--- src/rtl/nios_led_nios2_qsys_0_oci_dct_sequencer.sv ---
// Trace atom compression sequencer: packs 2-bit atoms into a 15-slot buffer,
// launches full/flushed/drained buffers to a held output frame, and runs the end-of-test drain.
module nios_led_nios2_qsys_0_oci_dct_sequencer #(
  parameter int IDLE_FLUSH = 64
) (
  input  logic        clk,
  input  logic        reset,
  input  logic        trc_enable,
  input  logic        atom_valid,
  input  logic [1:0]  atom,
  output logic        atom_ready,
  input  logic        flush_req,
  input  logic        test_ending,
  output logic [29:0] dct_buffer,
  output logic [3:0]  dct_count,
  output logic        frm_valid,
  output logic [29:0] frm_data,
  output logic [3:0]  frm_count,
  input  logic        frm_ready,
  output logic        test_has_ended,
  output logic        overflow
);

  localparam int IDLE_W = $clog2(IDLE_FLUSH + 1);
  localparam logic [IDLE_W-1:0] IDLE_MAX  = IDLE_W'(IDLE_FLUSH);
  localparam logic [IDLE_W-1:0] IDLE_LAST = IDLE_W'(IDLE_FLUSH - 1);

  typedef enum logic [1:0] {
    COLLECT = 2'd0,
    DRAIN   = 2'd1,
    ENDED   = 2'd2
  } state_t;

  state_t state, state_next;

  logic              flush_pend, flush_pend_next;
  logic [IDLE_W-1:0] idle_cnt, idle_cnt_next;
  logic [29:0]       buf_next;
  logic [3:0]        count_next;

  logic atom_offered;
  logic accept;
  logic buf_full;
  logic buf_empty;
  logic slot_free;
  logic launch_cond;
  logic launch;
  logic idle_cycle;
  logic idle_hit;
  logic flush_set;
  logic drop;

  assign buf_full     = (dct_count == 4'd15);
  assign buf_empty    = (dct_count == 4'd0);
  assign atom_offered = atom_valid & (atom != 2'b00);

  assign atom_ready = (state == COLLECT) & trc_enable & ~buf_full & ~flush_pend;
  assign accept     = atom_offered & atom_ready;
  assign drop       = (state == COLLECT) & trc_enable & atom_offered & ~atom_ready;

  assign slot_free   = ~frm_valid | frm_ready;
  assign launch_cond = buf_full
                     | (flush_pend & ~buf_empty)
                     | ((state == DRAIN) & ~buf_empty);
  assign launch      = launch_cond & slot_free;

  // An idle cycle is one where a partial buffer sits in COLLECT without growing.
  assign idle_cycle = (state == COLLECT) & ~buf_empty & ~accept;
  assign idle_hit   = idle_cycle & (idle_cnt == IDLE_LAST);
  assign flush_set  = (flush_req & (state != ENDED) & (~buf_empty | accept)) | idle_hit;

  assign test_has_ended = (state == ENDED);

  always_comb begin
    buf_next   = dct_buffer;
    count_next = dct_count;
    if (launch) begin
      buf_next   = '0;
      count_next = '0;
    end else if (accept) begin
      buf_next[{dct_count, 1'b0} +: 2] = atom;
      count_next = dct_count + 4'd1;
    end
  end

  always_comb begin
    idle_cnt_next = idle_cnt;
    if (accept || launch) begin
      idle_cnt_next = '0;
    end else if (idle_cycle && (idle_cnt != IDLE_MAX)) begin
      idle_cnt_next = idle_cnt + IDLE_W'(1);
    end
  end

  // A launch consumes the buffer being flushed, so it always wins over a new request.
  always_comb begin
    flush_pend_next = flush_pend | flush_set;
    if (launch) begin
      flush_pend_next = 1'b0;
    end
  end

  always_comb begin
    state_next = state;
    unique case (state)
      COLLECT: if (test_ending) state_next = DRAIN;
      DRAIN:   if (buf_empty && !frm_valid) state_next = ENDED;
      ENDED:   state_next = ENDED;
      default: state_next = COLLECT;
    endcase
  end

  always_ff @(posedge clk or posedge reset) begin
    if (reset) begin
      state      <= COLLECT;
      dct_buffer <= '0;
      dct_count  <= '0;
      flush_pend <= 1'b0;
      idle_cnt   <= '0;
      overflow   <= 1'b0;
    end else begin
      state      <= state_next;
      dct_buffer <= buf_next;
      dct_count  <= count_next;
      flush_pend <= flush_pend_next;
      idle_cnt   <= idle_cnt_next;
      overflow   <= overflow | drop;
    end
  end

  // Output slot reloads directly when a handshake and a launch share an edge.
  always_ff @(posedge clk or posedge reset) begin
    if (reset) begin
      frm_valid <= 1'b0;
      frm_data  <= '0;
      frm_count <= '0;
    end else if (launch) begin
      frm_valid <= 1'b1;
      frm_data  <= dct_buffer;
      frm_count <= dct_count;
    end else if (frm_ready) begin
      frm_valid <= 1'b0;
    end
  end

endmodule

--- config.mk ---
export PLATFORM = sky130hd
export DESIGN_NAME = nios_led_nios2_qsys_0_oci_dct_sequencer
export DESIGN_NICKNAME = d
export VERILOG_FILES = /design/src/rtl/nios_led_nios2_qsys_0_oci_dct_sequencer.sv
export SDC_FILE = /design/constraint.sdc
export NUM_CORES = 1
export LEC_CHECK = 0
export CORE_MARGIN = 4
export CORE_UTILIZATION = 40
export CTS_BUF_LIST = sky130_fd_sc_hd__clkbuf_2
export CTS_CLUSTER_DIAMETER = 120
export DETAILED_ROUTE_END_ITERATION = 8
export GPL_TIMING_DRIVEN = 0
export PLACE_DENSITY_LB_ADDON = 0.12
export SETUP_SLACK_MARGIN = 0.15
export SYNTH_ARGS = -nofsm -noshare
export SYNTH_HDL_FRONTEND = slang
export SYNTH_SLANG_ARGS = --single-unit
--- constraint.sdc ---
create_clock -name clk -period 4.9 [get_ports clk]
set_clock_uncertainty 0.05 [all_clocks]
set_input_delay 0.98 -clock clk [delete_from_list [all_inputs] [get_ports clk]]
set_output_delay 0.98 -clock clk [all_outputs]
set_load 0.005 [all_outputs]
# Word-level counts from Yosys, hierarchy flattened
# Cells that the tools add are included.
dict set report op_classes {
  add_sub_neg 3
  mul 0
  div_mod_pow 0
  order_cmp 0
  eq_ne 8
  n_shift 2
  mux 13
  bitwise_logic 28
  n_reduce_logical 11
}
# cell n
set ops {}
lappend ops {{2-to-1 mux 30 bit} 2}
lappend ops {{bitwise mux 30 bit} 1}
lappend ops {{variable shift 2 x 7 -> 30 bit, first input constant} 1}
lappend ops {{indexed part select 2 x 7 -> 30 bit} 1}
lappend ops {{bitwise AND 1 bit} 15}
lappend ops {{2-to-1 mux 7 bit} 2}
lappend ops {{2-to-1 mux 4 bit} 2}
lappend ops {{nonzero test 2 bit} 4}
lappend ops {{adder 7 x 1 -> 7 bit, second input constant} 1}
lappend ops {{equality test 7 x 6 -> 1 bit, second input constant} 1}
lappend ops {{!= test 7 bit, second input constant} 1}
lappend ops {{negator 5 -> 7 bit} 1}
lappend ops {{bitwise OR 1 bit} 7}
lappend ops {{inverter 1 bit} 6}
lappend ops {{case mux 2 bit (3 select lines)} 1}
lappend ops {{adder 4 x 1 -> 4 bit, second input constant} 1}
lappend ops {{equality test 4 bit, second input constant} 1}
lappend ops {{logical NOT 4 bit} 1}
lappend ops {{2-to-1 mux 2 bit} 2}
lappend ops {{!= test 2 bit, second input constant} 2}
lappend ops {{2-to-1 mux 1 bit} 3}
lappend ops {{equality test 2 x 1 -> 1 bit, second input constant} 1}
lappend ops {{equality test 2 bit, second input constant} 1}
lappend ops {{logical AND 1 bit} 2}
lappend ops {{5 further kinds} 5}
dict set report word_totals {
  register_bits 80
  latch_bits 0
  ram_bits 0
  romBits 0
  inputBits 9
  output_inout_bits 72
  word_cells 74
  memories 0
}

# Longest topological paths before layout
# Gate-level depths: netlist of run 1.
dict set report logic_depth {
  ltp_word 11
  ltp_mapped 11
  ltp_nobuf 6
}

# Worst setup path before layout of run 1
# No wires, ideal clock.
dict set report synth_timing {
  path_kind {reg-to-reg}
  startpoint {register dct_count[0]}
  endpoint {register frm_count[0]}
  setup_ns 0.125
  arrival_time_ns 2.261
  t_required_ns 4.725
  path_slack_ns 2.464
  path_stages_with_launch 11
  n_path_buf 4
  synth_period_minus_slack_ns 2.436
  cell_sequence {dfrtp_1 > clkbuf_1 > inv_1 > ha_1 > buf_4 > nand2b_1 > a21oi_2 > nor3_1 > buf_2 > buf_4 > mux2_2}
}
dict set report synth_via {
  elab_chain_cells 6
  word_cells_on_any_way 8
  cone_classes {1 x eq/ne; 6 x bitwise; 1 x reduce/logical}
}
# element line
set synth_rtl {}
lappend synth_rtl {{start: declaration} 15} ;# output logic [3:0] dct_count,
lappend synth_rtl {{start signal: assignment} 124} ;# dct_count <= count_next;
lappend synth_rtl {{logical NOT 4 bit} 54} ;# assign buf_empty = (dct_count == 4'd0);
lappend synth_rtl {{inverter 1 bit} {63, 64}}
lappend synth_rtl {{bitwise AND 1 bit} 63} ;# | (flush_pend & ~buf_empty)
lappend synth_rtl {{bitwise OR 1 bit} 63}
lappend synth_rtl {{bitwise OR 1 bit} 64} ;# | ((state == DRAIN) & ~buf_empty);
lappend synth_rtl {{bitwise AND 1 bit} 65} ;# assign launch = launch_cond & slot_free;
lappend synth_rtl {{end signal: assignment} 140} ;# frm_count <= dct_count;
lappend synth_rtl {{end: declaration} 18} ;# output logic [3:0] frm_count,
# Several ways; a longest one is shown, not always the timed one.
# A chain may end at the register's enable or synchronous reset.

# Final worst setup path of run 1
dict set report layout_timing {
  startpoint {input trc_enable}
  endpoint {output atom_ready}
}
dict set report layout_via {
  elab_chain_cells 3
}
# element line
set layout_rtl {}
lappend layout_rtl {{start: declaration} 8} ;# input logic trc_enable,
lappend layout_rtl {{bitwise AND 1 bit (3 in a row)} 57} ;# assign atom_ready = (state == COLLECT) & trc_enable & ~buf_full & ~flush_pend;
lappend layout_rtl {{end: declaration} 11} ;# output logic atom_ready,
# No other way between the ends.

==> results of run 1 <==
[cell families after synthesis]
kind of cell / after synthesis
buf+inv: 38
flops: 80
fa+ha+maj: 10
mux: 59
compound gates: 76
xor+xnor: 6
simple gates: 76
[per-stage QoR]
stage               worst slack [ps]  instances  power, W   util  instance area, um^2
global placement                 440        558   0.00148  0.508                 4970
global route                    1270        575   0.00198  0.524                 5120
finish                          1370        575   0.00186  0.524                 5120
detailed placement              1370        559   0.00149  0.511                 5000
floorplan                       1820        345   0.00126      -                 4000
CTS                             1370        575   0.00187  0.524                 5120
[path summary, 6_finish.rpt]
kind | start | to | slack (ps) | cells past startpoint
worst max-delay path | trc_enable | atom_ready | 1370 | 4
worst min register to register | overflow | overflow | 460 | 2
worst max register to register | dct_count[0] | dct_buffer[29] | 1780 | 9
max in group asynchronous | reset | idle_cnt[4] | 3520 | 3
min in group asynchronous | reset | frm_data[21] | 650 | 2
worst min-delay path | overflow | overflow | 460 | 2
[report_power, final]
part	internal, W	switching [W]	total (W)
sequential	0.000708	0.0000432	0.000751
clock	0.000124	0.000248	0.000372
combinational	0.000286	0.000448	0.000734
total	0.00112	0.000740	0.00186
[flip-flops by register name, summed over array words and instances, names as in the netlist]
signal / cells
dct_buffer: 30
frm_valid: 1
frm_count: 4
flush_pend: 1
frm_data: 30
state: 2
idle_cnt: 7
overflow: 1
dct_count: 4
[worst max-delay path, stage by stage]
cell and delay, ps:
clkdlybuf4s50_1 500, nand3b_1 260, nor2_1 230, clkdlybuf4s50_1 530
[metal layers]
layer / vias up / track usage
li1: 1465 / -
met1: 1529 / 0.238
met2: 83 / 0.282
met3: 8 / 0.0388
met4: 0 / 0.0478
met5: - / 0
[synth_stat cells, types with 3 or more instances]
master / instances / area [um^2]
nor2_1: 12 / 45.0
o211ai_1: 3 / 22.5
ha_1: 10 / 125
buf_2: 10 / 50.1
a31o_2: 3 / 26.3
o31ai_1: 31 / 233
o21ai_0: 8 / 40.0
nand2b_1: 3 / 18.8
and3_1: 7 / 43.8
nand2_1: 7 / 26.3
or3_1: 4 / 25.0
nand4_1: 5 / 31.3
mux2_2: 36 / 405
nor3_1: 3 / 15.0
nand3_1: 12 / 60.1
a21oi_1: 14 / 70.1
buf_4: 4 / 30.0
dfrtp_1: 80 / 2000
inv_1: 14 / 52.6
nor4b_1: 4 / 35.0
or4_1: 3 / 22.5
mux2i_1: 23 / 230
xnor2_1: 5 / 43.8
clkbuf_1: 7 / 26.3
[cell type report]
class / count / area, um^2
Fill cell: 904 / 4650
Sequential cell: 80 / 2000
Multi-Input combinational cell: 227 / 1820
Timing Repair Buffer: 81 / 828
Tap cell: 133 / 166
Buffer: 24 / 125
Clock inverter: 7 / 76.3
Inverter: 14 / 55.1
Clock buffer: 9 / 45.0
==> reports/metrics.cfg, run 1 <==
[status]
outcome=finished, final reports clean

[final_layout]
synthToLayoutAreaGrowth_pct=28.0
drive_above_1_share=0.183
finish.net_count=456
final_cell_mix=dfrtp_1, clkdlybuf4s50_1, mux2_2, o31ai_1, mux2i_1
n_antenna_cell=0

[global_routing]
grt_max_degree=59
antenna_found_initial=0
grt_pass1_wl_um=16000
grt_pass1_vias=3015
grt_usage=0.174
grt_overflow=0

[pwr]
vdd_drop_max_mv=0.169
power_density_nw_per_um2=363
leakage_nw=2.33

[worst_setup_path]
setup.worst_path.start_class=input port
worstPathRequired_ps=3870
endpoint_kind=output port
cp.arrival_ps=2500
cp_max_fo=6
path_class=in2out

[logic_synthesis]
synthArstFlopShare=1.00
syn_nets=364
yosysSeqAreaShare=0.500
synth_top_family_by_area=multiplexers
synthCells=345
synthAdderAreaFrac=0.0313
synth.mux.area_fraction=0.159
synthSimpleGateAreaFrac=0.115
avgSynthCellArea_um2=11.6
synth-seq-cells=80
ys_types=54
yosys_warnings=0
synth-xor-area-share=0.0131
synth-edff-count=0
synth_area_um2=4000
synth_ff_type=dfrtp_1
synth-compound-area-share=0.137

[clock_tree]
ctsResizeCount=0
cts-htree-levels=3
clk_pin_slew_ps=240
cts_tree=done
numCtsBuffers=9
postCtsHoldBufs=0
clk-insertion-delay-late_ps=530
clock_sinks=80
root_buffer=clkbuf_2
postCtsSetupBuffers=0
cts_buffer_depth=2

[route]
vias=3085
drt_pass1_iterations=4
wirelength_um=9770
drc=0
drtIter0Drc=133
avgRoutedWirePerCell_um=17.0
top_layer=met4
met3WireLength_um=519
ant_nets=0
viasPerCell=5.37
wl_met1_um=4400
wl_met2_um=4730

[timing]
hold_viol=0
worst_hold_slack_ps=461
fmax_mhz=284
fin_setup_tns_ps=0
post-route-min-period_ps=3530
fin_crit_sh=0.720
maxSlewHeadroom=0.212
finalMaxSlewViolations=0
setup_viol=0
rsz0062_at_grt=false
tightestPinTransition_ps=1170

[flow_run]
maxCapViolCount=0

[die]
dieArea_um2=11700
die_h_um=108
num_rows=36
io_pins=81
die_w_um=108
coreArea_um2=9770
initial_utilization=0.409

[place]
place_congestion=0.840
port-buffer-count=80
hpwl_um=7160

[min_path]
worstHoldPathType=reg2reg

Note: power is estimated with default switching activity, not from simulation.
==> inputs of run 2 (changes only) <==
Clock period 4.9 ns to 3.15 ns, I/O delays scaled along.
==> reports/metrics.cfg, run 2 (synthesized netlist as in run 1, its figures left out) <==
[die]
io_pins=81  ; unchanged
num_rows=36  ; unchanged
initial_utilization=0.409  ; unchanged
die_h_um=108  ; unchanged
coreArea_um2=9770  ; unchanged
die_w_um=108  ; unchanged
dieArea_um2=11700  ; unchanged

[place]
port-buffer-count=80  ; unchanged
hpwl_um=7160  ; unchanged
place_congestion=0.840  ; unchanged
placed_cells=559  ; unchanged

[timing]
maxSlewHeadroom=0.484  ; was 0.212
fin_crit_sh=0.913
post-route-min-period_ps=2880
fmax_mhz=348
worst_hold_slack_ps=310  ; was 461 ps
setup_viol=0  ; unchanged
rsz0062_at_grt=false  ; unchanged
hold_viol=0  ; unchanged
finalMaxSlewViolations=0  ; unchanged
tightestPinTransition_ps=770  ; was 1170 ps

[route]
ant_nets=0  ; unchanged
met3WireLength_um=548  ; was 519 um
top_layer=met4  ; unchanged
viasPerCell=5.34  ; was 5.37
wirelength_um=9800  ; was 9770 um
drc=0  ; unchanged
wl_met2_um=4750  ; was 4730 um
wl_met1_um=4350  ; was 4400 um
vias=3083  ; was 3,085
drtIter0Drc=128  ; was 133
avgRoutedWirePerCell_um=17.0  ; about the same
drt_pass1_iterations=4  ; unchanged

[global_routing]
grt_overflow=0  ; unchanged
grt_pass1_wl_um=16200  ; was 16,000 um
grt_max_degree=59  ; unchanged
grt_usage=0.175  ; was 0.174
grt_pass1_vias=3019  ; was 3,015
antenna_found_initial=0  ; unchanged

[worst_setup_path]
cp_max_fo=6  ; unchanged
cpPeakStageDelay_ps=510  ; was 530 ps
endpoint_kind=output port  ; unchanged
cp.arrival_ps=2200  ; was 2500 ps
path_class=reg2out  ; was in2out
setup.worst_path.start_class=flop  ; was input port
worstPathRequired_ps=2470  ; was 3870 ps
cpMaxStageDelayCell=clkdlybuf4s50_1  ; unchanged
path_cells=ha_2 > and3_1 > buf_2 > nor2_2 > clkdlybuf4s50_1  ; was clkdlybuf4s50_1 > nand3b_1 > nor2_1 > clkdlybuf4s50_1

[final_layout]
finish.net_count=458  ; was 456
drive_above_1_share=0.203  ; was 0.183
final_cell_mix=clkdlybuf4s50_1, dfrtp_1, mux2_2, o31ai_1, mux2i_1  ; was dfrtp_1, clkdlybuf4s50_1, mux2_2, o31ai_1, mux2i_1
finalNonFillerCells=577  ; was 575
final_common_cell=clkdlybuf4s50_1
synthToLayoutAreaGrowth_pct=28.8  ; was 28.0%
n_antenna_cell=0  ; unchanged
largestRegisters=dct_buffer (30), frm_data (30), idle_cnt (7)  ; unchanged

[min_path]
worstHoldPathType=in2async  ; was reg2reg

[clock_tree]
root_buffer=clkbuf_2  ; unchanged
clk_pin_slew_ps=250  ; was 240 ps
numCtsBuffers=9  ; unchanged
cts_buffer_depth=2  ; unchanged
cts_tree=done  ; unchanged
clock_sinks=80  ; unchanged
cts-htree-levels=3  ; unchanged
clk-insertion-delay-late_ps=520  ; was 530 ps

[flow_run]
maxCapViolCount=0  ; unchanged

[status]
outcome=finished, final reports clean  ; unchanged

[pwr]
leakage_nw=2.34  ; was 2.33 nW
total_power_w=0.00291  ; was 0.00186 W
power_density_nw_per_um2=565  ; was 363 nW/um^2
vdd_drop_max_mv=0.262  ; was 0.169 mV

run 2: worst paths after layout:
path,slack [ps],cells after the start,start,to
hold / removal,310,2,reset,frm_data[21]
hold reg to reg,460,2,overflow,overflow
setup / recovery,270,5,dct_count[0],atom_ready
min in group clk,460,2,overflow,overflow
setup reg to reg,380,7,dct_count[1],dct_buffer[29]
max in group asynchronous,2100,3,reset,dct_count[0]
run 2: routing by layer:
metal | global-route usage | vias up
met3 | 0.0388 | 10
met2 | 0.282 | 87
met4 | 0.0478 | 0
li1 | - | 1470
met5 | 0 | -
met1 | 0.241 | 1516
run 2: timing repair:
action,in CTS,in global routing
hold buffers,0,0
setup endpoints to repair,8,35
pin swaps,1,0
setup buffers,1,1
resized for setup,2,6
run 2: power breakdown:
| part | internal [W] | switching [W] |
|---|---|---|
| clock | 0.000192 | 0.000382 |
| sequential | 0.00110 | 0.0000656 |
| combinational | 0.000461 | 0.000710 |
| total | 0.00176 | 0.00116 |
run 2: worst max-delay path, delay by kind of cell, from the launching register on:
| kind | cells | cell delay [ps] |
|---|---|---|
| buffers and inverters | 2 | 670 |
| DFF | 1 | 480 |
| and+or+nand+nor | 2 | 310 |
| adders and majority gates | 1 | 230 |
run 2: area by class of cell:
class	instances	area, um^2
Fill cell	904	4620
Sequential cell	80	2000
Multi-Input combinational cell	227	1840
Timing Repair Buffer	83	843
Tap cell	133	166
Buffer	24	126
Clock inverter	7	76.3
Inverter	14	55.1
Clock buffer	9	45.0
run 2: stage by stage:
step                 util  area [um^2]  setup slack (ps)  TNS [ps]
floorplan               -         4000               418         0
global placement    0.508         4970              -960    -76430
detailed placement  0.511         5000              87.2         0
CTS                 0.526         5140              97.8         0
global route        0.527         5150               179         0
finish              0.527         5150               274         0
==> inputs of run 3 (changes only) <==
Settings changed: GPL_ROUTABILITY_DRIVEN set to 0.
==> results of run 3 <==
Final layout, timing and power as in run 2 (identical DEF).
